[config.mk]
export PLATFORM = sky130hd
export DESIGN_NAME = div_sequencer
export DESIGN_NICKNAME = d
export VERILOG_FILES = /design/src/rtl/div_sequencer_pkg.sv /design/src/rtl/div_sequencer.sv
export SDC_FILE = /design/constraint.sdc
export NUM_CORES = 1
export LEC_CHECK = 0
export ABC_CLOCK_PERIOD_IN_PS = 7300
export CAP_MARGIN = 5
export CORE_UTILIZATION = 25
export DETAILED_ROUTE_END_ITERATION = 6
export GPL_TIMING_DRIVEN = 0
export PLACE_DENSITY = 0.47
export SETUP_SLACK_MARGIN = 0.05
export SYNTH_ARGS = -nofsm -noshare
export SYNTH_HDL_FRONTEND = slang
export SYNTH_SLANG_ARGS = --single-unit
[constraint.sdc]
create_clock -name clk -period 7.3 [get_ports clk]
set_clock_uncertainty 0.05 [all_clocks]
set_input_delay 1.825 -clock clk [delete_from_list [all_inputs] [get_ports clk]]
set_output_delay 1.825 -clock clk [all_outputs]
set_load 0.03 [all_outputs]
[src/rtl/div_sequencer_pkg.sv]
// Shared definitions for the iterative divider sequencer: bus widths,
// state encodings, handshake constants and the divide aluop codes.
package div_sequencer_pkg;

  localparam int RegBus       = 32;
  localparam int DoubleRegBus = 64;

  localparam logic RstEnable = 1'b1;

  // State encodings
  localparam logic [1:0] DivFree   = 2'b00;
  localparam logic [1:0] DivByZero = 2'b01;
  localparam logic [1:0] DivOn     = 2'b10;
  localparam logic [1:0] DivEnd    = 2'b11;

  // Request / result handshake levels
  localparam logic DivStart          = 1'b1;
  localparam logic DivStop           = 1'b0;
  localparam logic DivResultReady    = 1'b1;
  localparam logic DivResultNotReady = 1'b0;

  // Aluop codes that route an instruction to this unit
  localparam logic [7:0] DIV_OP  = 8'b0001_1010;
  localparam logic [7:0] DIVU_OP = 8'b0001_1011;

  typedef enum logic [1:0] {
    ST_IDLE   = DivFree,
    ST_BYZERO = DivByZero,
    ST_RUN    = DivOn,
    ST_DONE   = DivEnd
  } div_state_e;

  // Two's-complement magnitude for signed operands, raw value otherwise.
  function automatic logic [RegBus-1:0] magnitude(input logic sg,
                                                  input logic [RegBus-1:0] v);
    return (sg && v[RegBus-1]) ? (~v + 32'd1) : v;
  endfunction

endpackage

[src/rtl/div_sequencer.sv]
// div_sequencer: 32-step restoring divider controller for DIV/DIVU.
// Returns {remainder, quotient} and requests a pipeline stall while busy.
// Build option DIV_BYZERO_FAST_EN: a zero divisor completes in one clock
// with a zero result instead of iterating through RUN.
//
// Handshake: execute holds start_in high until it has consumed the result;
// ready_out rises once the result is valid and stays high until start_in
// drops, at which point result_out clears and the unit returns to IDLE.
module div_sequencer
  import div_sequencer_pkg::*;
(
  input  logic                    clk,
  input  logic                    rst,
  input  logic                    signed_div_in,
  input  logic [RegBus-1:0]       src1_data_in,
  input  logic [RegBus-1:0]       src2_data_in,
  input  logic                    start_in,
  input  logic                    annul_in,
  output logic [DoubleRegBus-1:0] result_out,
  output logic                    ready_out,
  output logic                    stall_req_out
);

  div_state_e              state_q, state_d;
  logic [5:0]              cnt_q, cnt_d;
  logic [64:0]             partial_q, partial_d;
  logic [RegBus-1:0]       divisor_q, divisor_d;
  logic                    dvd_neg_q, dvd_neg_d;
  logic                    dvs_neg_q, dvs_neg_d;
  logic                    signed_q, signed_d;
  logic [DoubleRegBus-1:0] result_d;
  logic                    ready_d;

  logic [32:0]       diff;
  logic [RegBus-1:0] quot;
  logic [RegBus-1:0] rem;
  logic [RegBus-1:0] quot_fix;
  logic [RegBus-1:0] rem_fix;

  assign stall_req_out = start_in & ~ready_out;

  // State and datapath registers; reset overrides everything.
  always_ff @(posedge clk) begin
    if (rst == RstEnable) begin
      state_q    <= ST_IDLE;
      cnt_q      <= '0;
      partial_q  <= '0;
      divisor_q  <= '0;
      dvd_neg_q  <= 1'b0;
      dvs_neg_q  <= 1'b0;
      signed_q   <= 1'b0;
      result_out <= '0;
      ready_out  <= DivResultNotReady;
    end else begin
      state_q    <= state_d;
      cnt_q      <= cnt_d;
      partial_q  <= partial_d;
      divisor_q  <= divisor_d;
      dvd_neg_q  <= dvd_neg_d;
      dvs_neg_q  <= dvs_neg_d;
      signed_q   <= signed_d;
      result_out <= result_d;
      ready_out  <= ready_d;
    end
  end

  // Next-state, iteration step and sign fixup.
  always_comb begin
    state_d   = state_q;
    cnt_d     = cnt_q;
    partial_d = partial_q;
    divisor_d = divisor_q;
    dvd_neg_d = dvd_neg_q;
    dvs_neg_d = dvs_neg_q;
    signed_d  = signed_q;
    result_d  = result_out;
    ready_d   = ready_out;

    // Trial subtraction of the divisor from the upper partial remainder.
    diff = {1'b0, partial_q[63:32]} - {1'b0, divisor_q};

    quot     = partial_q[31:0];
    rem      = partial_q[64:33];
    quot_fix = (signed_q && (dvd_neg_q ^ dvs_neg_q)) ? (32'd0 - quot) : quot;
    rem_fix  = (signed_q && dvd_neg_q) ? (32'd0 - rem) : rem;

    case (state_q)
      ST_IDLE: begin
        if (start_in == DivStart && !annul_in) begin
`ifdef DIV_BYZERO_FAST_EN
          if (src2_data_in == '0) begin
            state_d = ST_BYZERO;
          end else
`endif
          begin
            divisor_d = magnitude(signed_div_in, src2_data_in);
            partial_d = {32'b0, magnitude(signed_div_in, src1_data_in), 1'b0};
            dvd_neg_d = src1_data_in[RegBus-1];
            dvs_neg_d = src2_data_in[RegBus-1];
            signed_d  = signed_div_in;
            cnt_d     = '0;
            state_d   = ST_RUN;
          end
        end
      end

`ifdef DIV_BYZERO_FAST_EN
      ST_BYZERO: begin
        if (annul_in) begin
          state_d = ST_IDLE;
        end else begin
          result_d = '0;
          ready_d  = DivResultReady;
          state_d  = ST_DONE;
        end
      end
`endif

      ST_RUN: begin
        if (annul_in) begin
          state_d = ST_IDLE;
        end else if (cnt_q != 6'd32) begin
          if (diff[32]) begin
            partial_d = {partial_q[63:0], 1'b0};
          end else begin
            partial_d = {diff[31:0], partial_q[31:0], 1'b1};
          end
          cnt_d = cnt_q + 6'd1;
        end else begin
          result_d = {rem_fix, quot_fix};
          ready_d  = DivResultReady;
          state_d  = ST_DONE;
        end
      end

      ST_DONE: begin
        if (start_in == DivStop) begin
          result_d = '0;
          ready_d  = DivResultNotReady;
          state_d  = ST_IDLE;
        end
      end

      default: state_d = ST_IDLE;
    endcase
  end

endmodule

==> qor.txt, run 1 <==
register bit total from synthesis - 173
fin util - 31.6%
Layout Nets - 1,636
cell family with most CP delay - buffers and inverters
Hold Crit Endpoint - divisor_q[15]$_SDFFE_PP0P_
first drt pass iteration count - 6
WL final - 36,500 um
max_slew headroom - 21.9%
Syn. warnings - 0
combinational share of power - 16.7%
max_cap viols - 0
clock power share - 40.2%
post-synthesis cell area - 10,600 sq um
Initial Util - 25.3%
reg2reg setup slack - 3.75 ns
htree depth - 4
Psw - 644 uW
Pint - 1.66 mW
CTS root buf - clkbuf_16
CTS tree - built
CTS Buffer Depth - 2
Top FF cell, synth - dfxtp_1
largest fanout on the critical path - 6
Worst Max-Slew Pin Slew - 1.16 ns
Async S/R FF share, synth - 0%
Critical Path RT - 5.43 ns
P&R area growth vs syn - 24.7%
full die area - 43,300 sq um
post-route ant nets - 0
peak per-stage delay on the critical path - 0.67 ns
Post-CTS Setup Inserts - 0
setup TNS - 0 ns
Mapped Cells - 1,374
Worst R2R Start - partial_q[33]$_SDFFE_PP0P_
fillers - 4,464
Die Wd - 208 um
largest net degree at the start of global routing - 17
sequential share of the synthesized area - 32.6%
clock latency on the worst-skew pair - 0.45 ns
initial drt markers - 585
WS Path Type - input port to primary output
post-synthesis area per instance - 7.73 sq um
num rows - 75
Die H - 208 um
WP data arrival - 3.32 ns
# DRC - 0
Switching Share - 27.9%
post-route clock period utilization - 71.1%
Pleak - 4.93 nW
crit path cell chain - clkdlybuf4s50_1 > nor2b_1 > clkdlybuf4s50_1
total track usage - 16.7%
initial antenna violation count - 1
Final setup viols - 0
CP Launch Point - start_in
Hold Path Origin - divisor_q[15]$_SDFFE_PP0P_
CP startpoint kind - input port
grt ovf - 0
slowest stage cell, crit path - clkdlybuf4s50_1
unrepaired setup endpoints after global routing - no
Final min period - 5.19 ns
number of synthesized flops with an enable pin - 0
Clk pin slew, worst setup/hold paths - 0.06 ns
cell repeated most along the worst path - clkdlybuf4s50_1
share of layout cells above drive strength 1 - 3.12%
port bufs - 134
Hold Path Class - register to register
syn nets - 1,483
vias per cell - 4.91
vias in the first global route - 9,689
worst path bufs/invs - 2
Hold Path Depth - 2
Reg2Reg Depth - 13
Setup crit end kind - primary output
# diodes - 0
sequential power share - 43.1%
gpl congestion - 0.842
hold buffers post-CTS - 0
first-pass GRT wire length - 56,700 um
CTS buffer count - 17
Final Hold Viols - 0
pwr/cell area - 174 nW/um^2
HPWL after detailed placement - 29,900 um
core area - 41,900 sq um
Total Power - 2.31 mW
Vias - 10,216
status - finished, final reports clean
I/O pin total - 135
worst flop-to-flop path endpoint - partial_q[60]$_SDFFE_PP0P_
CTS resizes - 0
Sink Count - 173
Peak supply drop - 0.140 mV
fmax - 0.193 GHz
Distinct cells, synth - 65
DR WL/cell - 17.6 um
Final Max Slew Viols - 0
==> through the flow <==
stage	worst slack [ns]	cell area [sq um]	hold WS [ns]	instances
floorplan	3.14	10600	0.382	1374
global placement	2.12	12600	0.394	2047
detailed placement	2.11	12600	0.398	2047
CTS	2.11	13200	0.405	2079
global route	2.05	13200	0.444	2079
finish	2.11	13200	0.401	2079
==> cells by family (layout without fill, tap and decap cells) <==
group	count (synthesis)	in the layout	synth area share, %
AO/OA/AOI/OAI	391	391	23.7
XOR/XNOR	142	142	11.7
flip-flops	173	173	32.6
adder cells (fa/ha/maj)	40	40	4.78
buffers and inverters	135	301	4.84
AND/OR/NAND/NOR	477	477	20.9
multiplexers	16	16	1.51
==> layout make-up <==
type / count / area, sq um / share of cell area, %
Multi-Input combinational cell: 1066 / 6660 / 50.2
Tap cell: 539 / 674 / 5.09
Clock inverter: 9 / 110 / 0.831
Inverter: 55 / 206 / 1.56
Buffer: 80 / 308 / 2.32
Timing Repair Buffer: 134 / 1340 / 10.1
Sequential cell: 173 / 3460 / 26.1
Clock buffer: 23 / 488 / 3.68
==> power by group through the flow <==
stage / clock network (mW) / registers, mW / logic, mW
after global placement: 0 / 1.01 / 0.383
after global routing: 0.981 / 0.996 / 0.428
after floorplan: 0 / 1.01 / 0.251
after detailed placement: 0 / 1.01 / 0.386
after CTS: 0.950 / 0.993 / 0.387
final: 0.928 / 0.993 / 0.385
==> cells in the mapped netlist (all sizes together), types with 3 or more instances <==
library cell | n | area [sq um]
dfxtp | 173 | 3460
nor2 | 154 | 588
nand2 | 150 | 568
a21oi | 95 | 475
o21ai | 84 | 420
clkbuf | 72 | 270
xnor2 | 71 | 622
xor2 | 71 | 622
inv | 55 | 206
a22oi | 54 | 405
nand3 | 45 | 225
ha | 39 | 488
a31oi | 38 | 238
a211oi | 27 | 203
nor3 | 27 | 146
or3 | 25 | 161
a21o | 18 | 135
o31ai | 18 | 135
mux2i | 16 | 160
nor4 | 13 | 81.3
a22o | 12 | 105
nor2b | 10 | 62.6
nand2b | 9 | 56.3
buf | 8 | 37.5
nand4 | 8 | 50.1
a311oi | 7 | 61.3
and2 | 7 | 43.8
or4 | 7 | 56.3
and3 | 6 | 37.5
o41ai | 6 | 71.3
nor3b | 5 | 37.5
o21a | 5 | 37.5
a32o | 4 | 40.0
nand3b | 4 | 42.5
o21bai | 4 | 30.0
a2111oi | 3 | 26.3
a211o | 3 | 26.3
==> registers in the layout, indices dropped and copies added, names as in the netlist <==
signal / count
state_q: 2
ready_out: 1
signed_q: 1
dvs_neg_q: 1
partial_q: 65
divisor_q: 32
result_out: 64
cnt_q: 6
dvd_neg_q: 1
==> worst max-delay path by stage <==
| stage | cells after the start | slack [ns] | to |
|---|---|---|---|
| final | 3 | 2.11 | stall_req_out |
| after global routing | 3 | 2.05 | stall_req_out |
| after CTS | 3 | 2.11 | stall_req_out |
| after detailed placement | 3 | 2.11 | stall_req_out |
| after global placement | 3 | 2.12 | stall_req_out |
| after floorplan | 1 | 3.14 | stall_req_out |
==> worst min-delay path: stages, from the launching register on <==
cell and delay, ns:
dfxtp_1 0.31, nand2_1 0.05, a21oi_1 0.05
==> layout by cell type, fill, tap and decap left out, types with 4 or more instances in the layout <==
cell and instances:
clkbuf_16 17, xor2_1 71, a211oi_1 27, or4_1 6
o41ai_1 5, and2_1 7, nand2b_1 9, o21ai_0 79
mux2i_1 16, nor3_1 26, clkbuf_8 4, a22oi_1 54
o21a_1 5, a32o_1 4, nor2_1 152, ha_1 39
a31oi_1 38, nand3_1 45, nor3b_1 5, a21o_1 18
or3_1 24, o31ai_1 18, o21ai_1 5, buf_1 4
dfxtp_1 173, a21oi_1 95, xnor2_1 71, a22o_1 12
nor2b_1 10, nand4_1 8, clkdlybuf4s50_1 134, nor4_1 12
clkbuf_1 74, a311oi_1 7, inv_1 55, o21bai_1 4
and3_1 6, nand2_1 148
==> per-layer routing <==
metal / vias up / global-route usage, % / part of all wire (%)
li1: 5203 / - / -
met1: 4761 / 23.7 / 50
met2: 212 / 26.0 / 44
met3: 38 / 2.48 / 4.2
met4: 2 / 5.01 / 1.7
met5: - / 0 / 0.036
Power figures use the tool's default switching activity.
==> run 2, diff against run 1 <==
Settings changed: ABC_CLOCK_PERIOD_IN_PS 7300 to 5200.
Clock period 7.3 ns to 5.2 ns, I/O delays scaled along.
==> results of run 2 <==
The final DEF is identical to that of run 1. Status: finished, final reports clean.
Among the figures that moved: setup slack after placement 2.11 ns -> 0.573 ns; setup slack after layout 2.11 ns -> 1.06 ns; register-to-register setup slack 3.75 ns -> 1.65 ns; total power 2.31 mW -> 3.24 mW; worst IR drop on VDD 0.140 mV -> 0.197 mV
==> run 3, diff against run 2 <==
Settings changed: ABC_CLOCK_PERIOD_IN_PS 5200 to 3600, PLACE_DENSITY 0.47 to 0.49.
Clock period 5.2 ns to 3.6 ns, I/O delays scaled along.
==> run 3 against run 2 <==
Effect of this change: sequential share of layout area is 0.089 points lower; final area is 0.38% higher; register-to-register slack worse by 1.4 ns; combinational power is 44% higher; sequential power is 45% higher; core utilization is 0.12 points higher; global-route usage is 0.14 points higher; critical endpoint unchanged.
==> qor.txt, run 3 (same netlist as run 1, synthesis figures left out) <==
DR WL/cell - 17.5 um (-0.46%)
placement-stage worst setup slack - -0.629 ns
worst path bufs/invs - 2 (unchanged)
Worst Max-Slew Pin Slew - 1.33 ns (+0.164 ns)
WP data arrival - 2.40 ns
DP Cell Count - 2,047 (unchanged)
initial antenna violation count - 2 (+1)
first-pass GRT wire length - 57,300 um (+1.1%)
fillers - 4,437 (-0.60%)
num rows - 75 (unchanged)
vias in the first global route - 9,798 (+1.1%)
Setup crit end kind - primary output
total track usage - 16.9% (+0.14 points)
crit path cell chain - clkdlybuf4s50_1 > nor2b_1 > clkdlybuf4s50_1
max_slew headroom - 10.9% (-11 points)
Die Wd - 208 um (unchanged)
met1 Use GR - 23.5% (-0.26 points)
post-route clock period utilization - 92.9%
first drt pass iteration count - 5 (-1)
# DRC - 0 (unchanged)
max_cap viols - 0 (unchanged)
fin util - 31.7% (+0.12 points)
Clk pin slew, worst setup/hold paths - 0.07 ns (about the same)
CP startpoint kind - input port
Final min period - 3.35 ns
Final Hold Viols - 0 (unchanged)
GR peak layer - met2
peak per-stage delay on the critical path - 0.67 ns (about the same)
CTS buffer count - 17 (unchanged)
registers with the most flip-flops - partial_q: 65 flops, result_out: 64 flops, divisor_q: 32 flops
WL final - 36,400 um (-0.41%)
HPWL after detailed placement - 29,700 um (-0.81%)
CTS Buffer Depth - 2 (unchanged)
clock latency on the worst-skew pair - 0.46 ns (about the same)
core area - 41,900 sq um (unchanged)
vias per cell - 4.89 (-0.44%)
unrepaired setup endpoints after global routing - yes
commonest non-fill, non-tap cell in the layout - dfxtp_1
Sink Count - 173 (unchanged)
Total Power - 4.76 mW
GR Util met3 - 2.70% (+0.23 points)
port bufs - 134 (unchanged)
Top reg by flops - partial_q
Pleak - 4.94 nW (+0.26%)
htree depth - 4 (unchanged)
Reg2Reg Depth - 13 (unchanged)
commonest non-fill, non-tap cells in the layout - dfxtp_1 (172), nor2_1 (152), nand2_1 (148)
largest fanout on the critical path - 6 (unchanged)
I/O pin total - 135 (unchanged)
full die area - 43,300 sq um (unchanged)
WS Path Type - input port to primary output
CTS root buf - clkbuf_16
grt ovf - 0 (unchanged)
Levels on crit path - 3 (unchanged)
slowest stage cell, crit path - clkdlybuf4s50_1
Final Max Slew Viols - 0 (unchanged)
CTS tree - built
fmax - 0.299 GHz
final hold slack - 0.407 ns (+0.00582 ns)
worst setup path endpoint - stall_req_out
Layout Nets - 1,636 (unchanged)
cell family with most CP delay - buffers and inverters
largest net degree at the start of global routing - 17 (unchanged)
status - finished, final reports clean
Vias - 10,176 (-0.39%)
max reg flops - 65 (unchanged)
fin cells - 2,080 (+0.048%)
worst flop-to-flop path endpoint - partial_q[47]$_SDFFE_PP0P_
Hold Path Class - register to register
share of layout cells above drive strength 1 - 3.57% (+0.45 points)
pwr/cell area - 358 nW/um^2
post-route ant nets - 0 (unchanged)
met2 usage in global routing - 26.9% (+0.93 points)
Initial Util - 25.3% (unchanged)
hold buffers post-CTS - 0 (unchanged)
Die H - 208 um (unchanged)
CP Launch Point - start_in
reg2reg setup slack - 0.28 ns
Peak supply drop - 0.290 mV
Final setup viols - 0 (unchanged)
initial drt markers - 555 (-5.1%)
Critical Path RT - 2.65 ns
cell repeated most along the worst path - clkdlybuf4s50_1
Worst R2R Start - partial_q[32]$_SDFFE_PP0P_
gpl congestion - 0.879 (+4.4%)
final worst setup slack - 0.255 ns
P&R area growth vs syn - 25.1%
-- run 3: metal layers --
metal | up-vias | share of wire, % | wire (um)
met5 | - | 0.036 | 13
met4 | 2 | 1.4 | 496
met3 | 23 | 3.3 | 1200
met2 | 160 | 45 | 16400
met1 | 4787 | 50 | 18300
li1 | 5204 | - | -
-- run 3: timing repair --
| item | 4_1_cts | 5_1_grt |
|---|---|---|
| resized for setup | 3 | 9 |
| setup buffers | 0 | 0 |
| endpoints found under the hold margin | 0 | 0 |
| setup endpoints to repair | 29 | 57 |
-- run 3: metrics by stage --
stage / area [sq um] / TNS [ns]
after floorplan: 10600 / 0
after global placement: 12600 / -19.45
after detailed placement: 12600 / -21.43
after CTS: 13300 / 0
after global routing: 13300 / -0.00649
final: 13300 / 0
-- run 3: worst reg2reg max path, cell delays in order (launching register included) --
cell and delay, ns:
dfxtp_1 0.36, inv_1 0.07, ha_1 0.21, fa_1 0.41
nand2b_1 0.20, a21oi_1 0.26, o21ai_2 0.17, a21oi_1 0.20
o21ai_1 0.15, o31ai_1 0.32, buf_4 0.26, buf_4 0.24
mux2i_1 0.21, o21ai_0 0.08
-- run 3: cell type report --
cell class              count  area, sq um  share of cell area [%]
repair buffers            134         1340                    10.1
multi-input cells        1066         6680                    50.2
inverters                  55          206                    1.55
clock buffers              23          478                    3.59
diodes                      1         2.50                  0.0188
flip-flops and latches    173         3460                    26.1
well taps                 539          674                    5.07
clock inverters             9          135                    1.02
plain buffers              80          315                    2.37
-- run 3: report_power, final --
| part | leakage, nW | internal, mW | switching [mW] |
|---|---|---|---|
| sequential | 1.40 | 1.96 | 0.0532 |
| combinational | 3.25 | 0.315 | 0.465 |
| clock | 0.290 | 1.15 | 0.814 |
-- run 3: how the worst min path moves through the flow --
stage                                     startpoint                          to  slack, ns  depth (start not counted)
after global placement    divisor_q[15]$_SDFFE_PP0P_  divisor_q[15]$_SDFFE_PP0P_       0.39                          2
after detailed placement  divisor_q[15]$_SDFFE_PP0P_  divisor_q[15]$_SDFFE_PP0P_       0.40                          2
after floorplan           divisor_q[17]$_SDFFE_PP0P_  divisor_q[17]$_SDFFE_PP0P_       0.38                          2
after CTS                 divisor_q[15]$_SDFFE_PP0P_  divisor_q[15]$_SDFFE_PP0P_       0.41                          2
final                     divisor_q[15]$_SDFFE_PP0P_  divisor_q[15]$_SDFFE_PP0P_       0.41                          2
after global routing      divisor_q[15]$_SDFFE_PP0P_  divisor_q[15]$_SDFFE_PP0P_       0.44                          2
